`src/rtl/core_ctrl_if.sv`:
```
// core_pkg: instruction classes reported by the decode stage.
// core_ctrl_if: control/handshake bundle between core_ctrl and the datapath.
package core_pkg;
  typedef enum logic [4:0] {
    INSTR_NOP,
    INSTR_LUI,
    INSTR_AUIPC,
    INSTR_JAL,
    INSTR_JALR,
    INSTR_BEQ,
    INSTR_BNE,
    INSTR_BLT,
    INSTR_BGE,
    INSTR_BLTU,
    INSTR_BGEU,
    INSTR_LB,
    INSTR_LH,
    INSTR_LW,
    INSTR_LBU,
    INSTR_LHU,
    INSTR_SB,
    INSTR_SH,
    INSTR_SW,
    INSTR_ADDI,
    INSTR_ALU,
    INSTR_ILLEGAL
  } rv32i_instr_e;
endpackage

interface core_ctrl_if;
  import core_pkg::*;

  logic         imem_req;
  logic         imem_ready;
  logic         ir_load;
  rv32i_instr_e instr_type;
  logic         rd_write_en;
  logic         dmem_req;
  logic         dmem_we;
  logic         dmem_ready;
  logic         rf_write;
  logic         pc_update;
  logic         retired;
  logic         halt;
  logic [1:0]   trap_cause;

  modport master (
    output imem_req,
    output ir_load,
    output dmem_req,
    output dmem_we,
    output rf_write,
    output pc_update,
    output retired,
    output halt,
    output trap_cause,
    input  imem_ready,
    input  instr_type,
    input  rd_write_en,
    input  dmem_ready
  );

  modport slave (
    input  imem_req,
    input  ir_load,
    input  dmem_req,
    input  dmem_we,
    input  rf_write,
    input  pc_update,
    input  retired,
    input  halt,
    input  trap_cause,
    output imem_ready,
    output instr_type,
    output rd_write_en,
    output dmem_ready
  );
endinterface

```
`src/rtl/core_ctrl.sv`:
```
// core_ctrl: multi-cycle RV32I control FSM with memory wait timeouts
// and sticky halt on illegal instructions or memory timeouts.
module core_ctrl
  import core_pkg::*;
#(
  parameter int unsigned MEM_TIMEOUT = 255
) (
  input  logic        clk,
  input  logic        rst,
  core_ctrl_if.master bus
);

  localparam logic [2:0] S_IDLE   = 3'd0;
  localparam logic [2:0] S_FETCH  = 3'd1;
  localparam logic [2:0] S_DECODE = 3'd2;
  localparam logic [2:0] S_EXEC   = 3'd3;
  localparam logic [2:0] S_MEM    = 3'd4;
  localparam logic [2:0] S_WB     = 3'd5;
  localparam logic [2:0] S_HALT   = 3'd6;

  localparam int unsigned CW =
    (MEM_TIMEOUT > 1) ? $clog2(MEM_TIMEOUT + 1) : 1;
  localparam int unsigned TO_M1 =
    (MEM_TIMEOUT > 0) ? MEM_TIMEOUT - 1 : 0;
  localparam logic [CW-1:0] W_LAST = CW'(TO_M1);
  localparam bit TO_EN = (MEM_TIMEOUT > 0);

  logic [2:0]    r_state;
  logic [2:0]    w_next;
  logic [CW-1:0] r_wait;
  logic          r_is_load;
  logic          r_is_store;
  logic [1:0]    r_trap;
  logic [1:0]    w_trap;
  logic          w_wait;
  logic          w_to;
  logic          w_dec_ld;
  logic          w_dec_st;

  assign w_wait =
    ((r_state == S_FETCH) && !bus.imem_ready) ||
    ((r_state == S_MEM) && !bus.dmem_ready);

  // r_wait holds completed wait cycles; the current one is the last allowed
  assign w_to = TO_EN && (r_wait == W_LAST);

  always_comb begin
    w_dec_ld = 1'b0;
    w_dec_st = 1'b0;
    unique case (bus.instr_type)
      INSTR_LB, INSTR_LH, INSTR_LW,
      INSTR_LBU, INSTR_LHU: w_dec_ld = 1'b1;
      INSTR_SB, INSTR_SH,
      INSTR_SW: w_dec_st = 1'b1;
      default: ;
    endcase
  end

  always_comb begin
    w_next = r_state;
    w_trap = r_trap;
    case (r_state)
      S_IDLE: w_next = S_FETCH;
      S_FETCH: begin
        if (bus.imem_ready) begin
          w_next = S_DECODE;
        end else if (w_to) begin
          w_next = S_HALT;
          w_trap = 2'd2;
        end
      end
      S_DECODE: begin
        if (bus.instr_type == INSTR_ILLEGAL) begin
          w_next = S_HALT;
          w_trap = 2'd1;
        end else begin
          w_next = S_EXEC;
        end
      end
      S_EXEC:
        w_next = (r_is_load || r_is_store) ? S_MEM : S_WB;
      S_MEM: begin
        if (bus.dmem_ready) begin
          w_next = S_WB;
        end else if (w_to) begin
          w_next = S_HALT;
          w_trap = 2'd3;
        end
      end
      S_WB:   w_next = S_FETCH;
      S_HALT: w_next = S_HALT;
      default: w_next = S_IDLE;
    endcase
  end

  always_ff @(posedge clk) begin
    if (rst) begin
      r_state    <= S_IDLE;
      r_wait     <= '0;
      r_trap     <= 2'd0;
      r_is_load  <= 1'b0;
      r_is_store <= 1'b0;
    end else begin
      r_state <= w_next;
      r_trap  <= w_trap;
      if (w_wait) begin
        r_wait <= (&r_wait) ? r_wait : r_wait + CW'(1);
      end else begin
        r_wait <= '0;
      end
      if (r_state == S_DECODE) begin
        r_is_load  <= w_dec_ld;
        r_is_store <= w_dec_st;
      end
    end
  end

  assign bus.imem_req   = (r_state == S_FETCH);
  assign bus.ir_load    = (r_state == S_FETCH) && bus.imem_ready;
  assign bus.dmem_req   = (r_state == S_MEM);
  assign bus.dmem_we    = (r_state == S_MEM) && r_is_store;
  assign bus.rf_write   = (r_state == S_WB) && bus.rd_write_en;
  assign bus.pc_update  = (r_state == S_WB);
  assign bus.retired    = (r_state == S_WB);
  assign bus.halt       = (r_state == S_HALT);
  assign bus.trap_cause = r_trap;

endmodule

```
`src/flat_wrapper.sv`:
```
// flat-port wrapper written by rule: the top's interface ports become plain ports
module core_ctrl_flat import core_pkg::*;
#(
  parameter int unsigned MEM_TIMEOUT = 255
)
  (clk, rst, bus_imem_req, bus_ir_load, bus_dmem_req, bus_dmem_we, bus_rf_write, bus_pc_update, bus_retired, bus_halt, bus_trap_cause, bus_imem_ready, bus_instr_type, bus_rd_write_en, bus_dmem_ready);
  core_ctrl_if bus_i ();
  input  logic clk;
  input  logic rst;
  output wire logic [$bits(bus_i.imem_req)-1:0] bus_imem_req;
  output wire logic [$bits(bus_i.ir_load)-1:0] bus_ir_load;
  output wire logic [$bits(bus_i.dmem_req)-1:0] bus_dmem_req;
  output wire logic [$bits(bus_i.dmem_we)-1:0] bus_dmem_we;
  output wire logic [$bits(bus_i.rf_write)-1:0] bus_rf_write;
  output wire logic [$bits(bus_i.pc_update)-1:0] bus_pc_update;
  output wire logic [$bits(bus_i.retired)-1:0] bus_retired;
  output wire logic [$bits(bus_i.halt)-1:0] bus_halt;
  output wire logic [$bits(bus_i.trap_cause)-1:0] bus_trap_cause;
  input wire logic [$bits(bus_i.imem_ready)-1:0] bus_imem_ready;
  input wire logic [$bits(bus_i.instr_type)-1:0] bus_instr_type;
  input wire logic [$bits(bus_i.rd_write_en)-1:0] bus_rd_write_en;
  input wire logic [$bits(bus_i.dmem_ready)-1:0] bus_dmem_ready;
  assign bus_imem_req = bus_i.imem_req;
  assign bus_ir_load = bus_i.ir_load;
  assign bus_dmem_req = bus_i.dmem_req;
  assign bus_dmem_we = bus_i.dmem_we;
  assign bus_rf_write = bus_i.rf_write;
  assign bus_pc_update = bus_i.pc_update;
  assign bus_retired = bus_i.retired;
  assign bus_halt = bus_i.halt;
  assign bus_trap_cause = bus_i.trap_cause;
  assign bus_i.imem_ready = bus_imem_ready;
  assign bus_i.instr_type = bus_instr_type;
  assign bus_i.rd_write_en = bus_rd_write_en;
  assign bus_i.dmem_ready = bus_dmem_ready;
  core_ctrl #(.MEM_TIMEOUT(MEM_TIMEOUT)) u_core (.clk(clk), .rst(rst), .bus(bus_i));
endmodule
```
`config.mk`:
```
export PLATFORM = sky130hd
export DESIGN_NAME = core_ctrl_flat
export DESIGN_NICKNAME = d
export VERILOG_FILES = /design/src/rtl/core_ctrl_if.sv /design/src/rtl/core_ctrl.sv /design/src/flat_wrapper.sv
export SDC_FILE = /design/constraint.sdc
export NUM_CORES = 1
export LEC_CHECK = 0
export BUFFER_PORTS_ARGS = -buffer_cell sky130_fd_sc_hd__buf_2
export CORE_MARGIN = 5
export CORE_UTILIZATION = 55
export DETAILED_ROUTE_END_ITERATION = 10
export GPL_TIMING_DRIVEN = 0
export PLACE_DENSITY = 0.8
export SETUP_SLACK_MARGIN = 0.3
export SYNTH_ARGS = -nofsm -noshare
export SYNTH_HDL_FRONTEND = slang
export SYNTH_SLANG_ARGS = --single-unit
```
`constraint.sdc`:
```
create_clock -name clk -period 1.8 [get_ports clk]
set_input_delay 0.09 -clock clk [delete_from_list [all_inputs] [get_ports clk]]
set_output_delay 0.09 -clock clk [all_outputs]
set_load 0.05 [all_outputs]
```
---- Word level (Yosys, flattened, before mapping) ----
Cells that the tools add are included.
storage, ports and cells
  register bits after elaboration ......... 15
  bits of input ports ..................... 10
  output and inout bits ................... 10
  word-level logic and storage cells ...... 59
cells by class
  $add $sub $neg .......................... 1
  eq/ne operators ......................... 21
  muxes and demuxes ....................... 14
  bitwise logic cells ..................... 1
  reductions and logical operators ........ 17
operator list
  kind                   count
  $eq A5 B4 Y1 const B   5
  $eq A5 B5 Y1 const B   4
  $pmux W3 S6            1
  $mux W3                4
  $mux W2                5
  $eq A3 B3 Y1 const B   3
  $add A8 B1 Y8 const B  1
  $eq A8 B8 Y1 const B   1
  $reduce_and A8 Y1      1
  $eq A3 B2 Y1 const B   2
  $ne A2 B1 Y1 const B   3
  $pmux W2 S3            1
  $reduce_and A6 Y1      1
  $logic_and A1 B1 Y1    5
  $reduce_or A5 Y1       1
  $ne A2 B2 Y1 const B   2
  $reduce_or A2 Y1       2
  $eq A3 B1 Y1 const B   1
  $logic_not A3 Y1       1
  $mux W1                3
  $reduce_bool A3 Y1     1
  $reduce_or A3 Y1       1
  $logic_not A1 Y1       2
  $logic_or A1 B1 Y1     2
  $not A1 Y1             1

---- Logic depth before layout (Yosys ltp) ----
Gate-level depths: netlist (run 1).
  depth after elaboration ................. 5
  gate-level depth with buffers ........... 6
  gate-level depth less buffers ........... 6

---- Least setup slack after synthesis (run 1) ----
OpenSTA, ideal clock, no wires.
  kind .................................... register -> output
  start point ............................. register u_core.r_state[2]
  end point ............................... output bus_ir_load
  arrival time ............................ 1.845 ns
  data required time ...................... 1.710 ns
  path slack .............................. -0.135 ns
  stages on the path, launching flop included .. 5
  path buffers ............................ 1
  cells stage by stage .................... dfxtp_1 > buf_2 > nand2b_4 > nor2_1 > and2_1
between the ends
  word-level cells in the longest chain between the ends .. 2
RTL lines
  item                    RTL line            source
  from (decl)             core_ctrl.sv:28     logic [2:0] r_state;
  from (signal assigned)  core_ctrl.sv:104    r_state <= w_next;
  $eq A3 B1 Y1            --
  named net bus_imem_req  flat_wrapper.sv:10  output wire logic [$bits(bus_i.imem_req)-1:0] bus_imem_req;
  $logic_and A1 B1 Y1     core_ctrl.sv:119    assign bus.ir_load = (r_state == S_FETCH) && bus.imem_ready;
  to (decl)               flat_wrapper.sv:11  output wire logic [$bits(bus_i.ir_load)-1:0] bus_ir_load;
The timed path passes the listed nets, and every way through them passes these cells.

---- Final worst setup path (run 1) ----
  start point ............................. register u_core.r_state[2]
  end point ............................... output bus_ir_load
between the ends
  word-level cells in the longest chain between the ends .. 2
RTL lines
  item                 RTL line
  $eq A3 B1 Y1         core_ctrl.sv:119
  $logic_and A1 B1 Y1  core_ctrl.sv:119
Every way passes these cells.

==> out/summary.txt, run 1 <==
Routed vias - 810
Starting Density - 58.70%
# Post-CTS Setup Buffers - 0
Total congestion overflow - 0
Placed cell count - 141
Avg Cell Area, Syn - 8.361 µm²
Setup CP Type - register to output pin
Die ar. - 2533 µm²
Die W - 50.33 µm
Final hold slack - 0.1093 ns
Startpoint Class - register
RSZ-0062 raised after global routing - false
First-pass GRT wire length - 3.222 mm
H-Tree Depth - 1
Clock-pin slew on the worst setup and hold paths - 0.10 ns
Status - finished, final reports clean
Layout area overhead - 19.86%
Syn_nets - 119
Final WS setup - 0.3691 ns
CTS tree - built
Hold WC Path Type - primary input to register
Post-DR wirelength/cell - 12.52 µm
Die height - 50.33 µm
Diodes inserted - 0
Clock root buffer - clkbuf_4
Nets - 142
Final setup violation count - 0
Crit-path leading delay family - simple AND/OR/NAND/NOR gates
Largest net degree at the start of global routing - 11
TritonRoute pass-1 iters - 5
Area post-placement - 1016 µm²
Vias in the first global route - 778
Post-DP HPWL - 1.381 mm
CTS max path bufs - 2
Post-layout util - 70.36%
Final Total Pwr - 0.7100 mW
Netlist Area Pre-Place - 894.6 µm²
Fin. Hold Viols - 0
Post-CTS Hold Buffers - 0
Post-Route WL - 1.815 mm
Tcrit/Tclk final - 79.49%
Crit path cell chain - buf_4 > nand2b_4 > nor2_2 > and2_2 > buf_6
Yosys reg bits - 15
Drt drc - 0
Most frequent cells in the layout - dfxtp_1 (15), buf_2 (13), a21oi_1 (12)
Iteration-0 DRC count of the detailed router - 13
Ys Warns - 0
Synthesized instance count - 107
Fin area - 1072 µm²
Vias per cell - 5.586
Worst Tran Pin Value - 0.4591 ns
Buf/Inv on CP - 2
CP Capture Type - output pin
Critical Path AT - 1.34 ns
Power Density - 662.1 nW/µm²
Share of layout cells above drive strength 1 - 33.33%
Distinct cells, synth - 36
Final setup TNS - 0 ns
Final ANT Viol Nets - 0
Critical path required time - 1.71 ns
Slowest CP cell - dfxtp_1
Highest clock rate - 0.6989 GHz
Rows - 14
Register area share after synthesis - 33.57%
Antenna violations before repair - 0
LEAKAGE - 0.4064 nW
Fin cells - 145
Layout Skew - 0.009610 ns
Cts repair resizes - 3
# IOs - 20
CP Max Fanout - 10
CTS sink count - 15
CTS Buf Count - 3
Worst-skew pair later-pin latency - 0.29 ns
Port buffer count - 18
GPL Wtd Cong - 0.8399
Crit-path max cell delay - 0.32 ns
Max Slew Vio Count - 0
Overall Global Routing Usage - 15.92%
Max-cap viol count - 0
Peak VDD IR - 596.4 µV
Max_slew headroom - 69.16%
Fin crit period - 1.431 ns
Core Region - 1524 µm²
Post-Place Setup Slack - 0.4402 ns
Most common cell after layout, fill and taps aside - dfxtp_1
[logic make-up (layout without fill, tap and decap cells)]
group / after synthesis / in the layout / synth area share (%)
adders and majority gates: 2 / 2 / 2.797
and+or+nand+nor: 51 / 51 / 32.87
xor gates and xnor gates: 3 / 3 / 2.938
AOI/OAI and AO/OA: 26 / 26 / 19.58
DFF: 15 / 15 / 33.57
muxes: 2 / 2 / 2.238
buffers and inverters: 8 / 30 / 6.013
[worst register-to-register path, cell delays in order, from the launching register on]
cell     delay (ns)
dfxtp_1        0.45
and3_1         0.19
buf_4          0.13
nand3_1        0.20
xnor2_1        0.23
nor2_1         0.05
[area by class of cell]
class                           count  area [µm²]
Clock inverter                      1       5.005
Tap cell                           16       20.02
Buffer                              6       48.80
Inverter                            2       7.507
Sequential cell                    15       300.3
Multi-Input combinational cell     84       561.8
Clock buffer                        3       22.52
Timing Repair Buffer               18       106.4
Fill cell                         131       451.7
[power breakdown]
group / internal [mW] / switching, mW / total (mW)
registers: 0.341 / 0.00640 / 0.347
clock network: 0.0825 / 0.112 / 0.194
logic: 0.0645 / 0.104 / 0.168
total: 0.488 / 0.222 / 0.710
[metal layers]
metal / part of all wire [%] / track usage [%] / up-vias
li1: - / - / 425
met1: 41 / 18.07 / 363
met2: 51 / 26.78 / 18
met3: 6.8 / 3.550 / 4
met4: 1.3 / 9.787 / 0
met5: 0 / 0 / -
[state kept, by name (all words and copies together), names as in the netlist]
| register | flops |
|---|---|
| u_core.r_is_load | 1 |
| u_core.r_state | 3 |
| u_core.r_wait | 8 |
| u_core.r_is_store | 1 |
| u_core.bus.trap_cause | 2 |
[final timing paths]
path,slack [ns],cells after the start,end,start
min reg2reg,0.49,2,u_core.r_is_store,u_core.r_is_store
max reg2reg,0.45,5,u_core.r_wait[0],u_core.r_wait[2]
min,0.11,4,u_core.r_is_store,bus_instr_type[2]
max,0.37,5,bus_ir_load,u_core.r_state[2]
[synthesized netlist by cell type (all sizes together)]
| cell type | instances | share of area [%] |
|---|---|---|
| o2bb2ai | 1 | 0.98 |
| a211oi | 2 | 1.7 |
| clkbuf | 1 | 0.42 |
| o31ai | 1 | 0.84 |
| nor2b | 1 | 0.70 |
| nand3b | 1 | 0.84 |
| nand2 | 7 | 2.9 |
| a21bo | 1 | 1.1 |
| nor2 | 12 | 5.0 |
| inv | 2 | 0.84 |
| a21oi | 12 | 6.7 |
| nand2b | 3 | 2.9 |
| dfxtp | 15 | 34 |
| nor3b | 3 | 3.8 |
| and2b | 1 | 1.1 |
| nand3 | 7 | 3.9 |
| xor2 | 2 | 2.0 |
| o21bai | 2 | 2.9 |
| nor3 | 7 | 5.2 |
| a221oi | 1 | 1.7 |
| nand4 | 2 | 1.4 |
| o21ai | 4 | 2.2 |
| a31oi | 2 | 1.4 |
| ha | 2 | 2.8 |
| xnor2 | 1 | 0.98 |
| and2 | 4 | 2.8 |
| buf | 5 | 4.8 |
| and3 | 3 | 2.2 |
| mux2i | 2 | 2.2 |
Power figures use the tool's default switching activity.
==> inputs of run 2 (changes only) <==
--- a/config.mk
+++ b/config.mk
@@ -7,10 +7,10 @@
 export LEC_CHECK = 0
 export BUFFER_PORTS_ARGS = -buffer_cell sky130_fd_sc_hd__buf_2
 export CORE_MARGIN = 5
-export CORE_UTILIZATION = 55
+export CORE_UTILIZATION = 47
 export DETAILED_ROUTE_END_ITERATION = 10
 export GPL_TIMING_DRIVEN = 0
-export PLACE_DENSITY = 0.8
+export PLACE_DENSITY = 0.73
 export SETUP_SLACK_MARGIN = 0.3
 export SYNTH_ARGS = -nofsm -noshare
 export SYNTH_HDL_FRONTEND = slang
==> constraint.sdc (replaced) <==
create_clock -name clk -period 1.3 [get_ports clk]
set_input_delay 0.065 -clock clk [delete_from_list [all_inputs] [get_ports clk]]
set_output_delay 0.065 -clock clk [all_outputs]
set_load 0.05 [all_outputs]
==> run 2 against run 1 <==
Net effect: the run now ends with setup timing left; combinational power increased to 2.8 times the previous value; worst hold slack worse by 0.033 ns; sequential power rose by 37%; first-iteration DRC count rose to 3.6 times the previous value; routed wire length is 100% higher; final cell count increased by 23%; flip-flop and latch count stayed put; power up 76%; non-clock buffer count is 25 higher; global-route usage is 6.5 points higher; design area grew 44%; register-to-register slack lost 0.54 ns; critical path type unchanged; largest cell class unchanged.
==> out/summary.txt, run 2 (synthesis gave the netlist of run 1 again) <==
Setup CP Type - register to output pin
Critical Path AT - 1.38 ns
CTS sink count - 15
Fin. Hold Viols - 0
Most common cell after layout, fill and taps aside - buf_4
Max Slew Vio Count - 0
Final setup violation count - 17
Post-Route WL - 3.691 mm
GPL Wtd Cong - 0.8444
Status - finished with violations
Tcrit/Tclk final - 110.9%
Slowest CP cell - dfxtp_2
Total congestion overflow - 0
Nets - 167
Worst Tran Pin Value - 0.5732 ns
Share of layout cells above drive strength 1 - 65.58%
Antenna violations before repair - 0
Port buffer count - 18
Biggest register - u_core.r_wait
Fin crit period - 1.442 ns
Top layer in use - met4
Rows - 15
CP Capture Type - output pin
Sequential cell area - 319.1 µm²
Layout area overhead - 72.73%
RSZ-0062 raised after global routing - true
Overall Global Routing Usage - 22.45%
Largest net degree at the start of global routing - 10
Worst-skew pair later-pin latency - 0.31 ns
Most frequent cells in the layout - buf_4 (18), buf_6 (13), buf_2 (9)
Drt drc - 0
Fillers - 86
Vias in the first global route - 1029
Clock-pin slew on the worst setup and hold paths - 0.10 ns
Die W - 53.63 µm
Post-DR wirelength/cell - 20.62 µm
Worst r2r src - u_core.r_state[2]
Fin cells - 179
Core Region - 1764 µm²
Final ANT Viol Nets - 0
Final Total Pwr - 1.253 mW
Peak VDD IR - 702.0 µV
Clock root buffer - clkbuf_4
Crit-path max cell delay - 0.35 ns
Worst hold start - bus_instr_type[2]
Vias per cell - 6.056
Crit path cell chain - buf_6 > nand2b_4 > nor2_4 > and2_4 > buf_8
Post-CTS Hold Buffers - 0
Max_slew headroom - 61.49%
First-pass GRT wire length - 4.491 mm
Multi-input combinational cell area - 718.2 µm²
# IOs - 20
Diodes inserted - 0
Area post-placement - 1052 µm²
Final WS setup - -0.1423 ns
CTS tree - built
Post-DP HPWL - 1.447 mm
Die height - 53.63 µm
Post-layout util - 87.59%
H-Tree Depth - 1
FF-to-FF setup slack - -0.09 ns
Failing checks - setup timing
Highest clock rate - 0.6933 GHz
Startpoint Class - register
Met2 WL - 1.798 mm
Fin area - 1545 µm²
Critical path required time - 1.24 ns
Placed cell count - 150
Starting Density - 50.71%
Met3 wire length - 304 µm
Critical Path Start - u_core.r_state[2]
CTS max path bufs - 2
Iteration-0 DRC count of the detailed router - 47
Hold WC Path Type - primary input to register
Routed vias - 1084
Die ar. - 2876 µm²
M1 wire length - 1.284 mm
TritonRoute pass-1 iters - 4
Layout Skew - 0.006091 ns
Power Density - 810.7 nW/µm²
CTS Buf Count - 3
Max reg flops - 8
CP Max Fanout - 3
Max-cap viol count - 0
LEAKAGE - 0.6017 nW
==> run 2: cell count changes in the layout (fill, tap and decap cells not counted), sizes merged <==
| cell | previous run | this run |
|---|---|---|
| buf | 20 | 47 |
| clkbuf | 7 | 6 |
| clkinv | 1 | 0 |
==> run 2: layout make-up <==
class | instances | share of cell area, %
Inverter | 2 | 0.4858
Timing Repair Buffer | 43 | 25.02
Multi-Input combinational cell | 84 | 46.48
Clock buffer | 4 | 1.700
Tap cell | 25 | 2.024
Sequential cell | 15 | 20.65
Buffer | 6 | 3.644
==> run 2: final timing paths <==
kind | end | depth (start not counted)
worst min register to register | u_core.r_is_store | 2
worst max register to register | u_core.r_is_load | 6
worst min-delay path | u_core.r_is_store | 4
worst max-delay path | bus_ir_load | 5
==> run 2: timing repair <==
item                       in CTS  in global routing
setup endpoints to repair      23                 24
pin swaps                      11                 13
resized for setup              58                 21
buffers inserted               20                  5
==> run 2: through the flow <==
stage | hold WS (ns) | setup WS, ns | setup TNS (ns)
final | 0.07641 | -0.1423 | -1.069
after detailed placement | 0.4130 | -0.02320 | -0.02320
after CTS | 0.1044 | -0.05632 | -0.2151
after floorplan | 0.2384 | -0.2589 | -2.793
after global routing | 0.1211 | -0.1700 | -1.906
after global placement | 0.3850 | 0.03345 | 0
==> run 2: critical path, delay by kind of cell, from the launching register on <==
kind	cells	cell delay [ns]
DFF	1	0.35
buffers and inverters	2	0.26
and+or+nand+nor	3	0.45
==> run 2: where the power goes <==
part           internal, mW  switching [mW]  total [mW]
registers             0.469         0.00782       0.477
clock network         0.120           0.178       0.298
logic                 0.236           0.242       0.478
==> run 2: per-layer routing <==
| layer | vias to the layer above | global-route usage (%) |
|---|---|---|
| li1 | 473 | - |
| met2 | 85 | 43.06 |
| met3 | 32 | 4.709 |
| met1 | 494 | 19.70 |
| met4 | 0 | 18.30 |
| met5 | - | 0 |
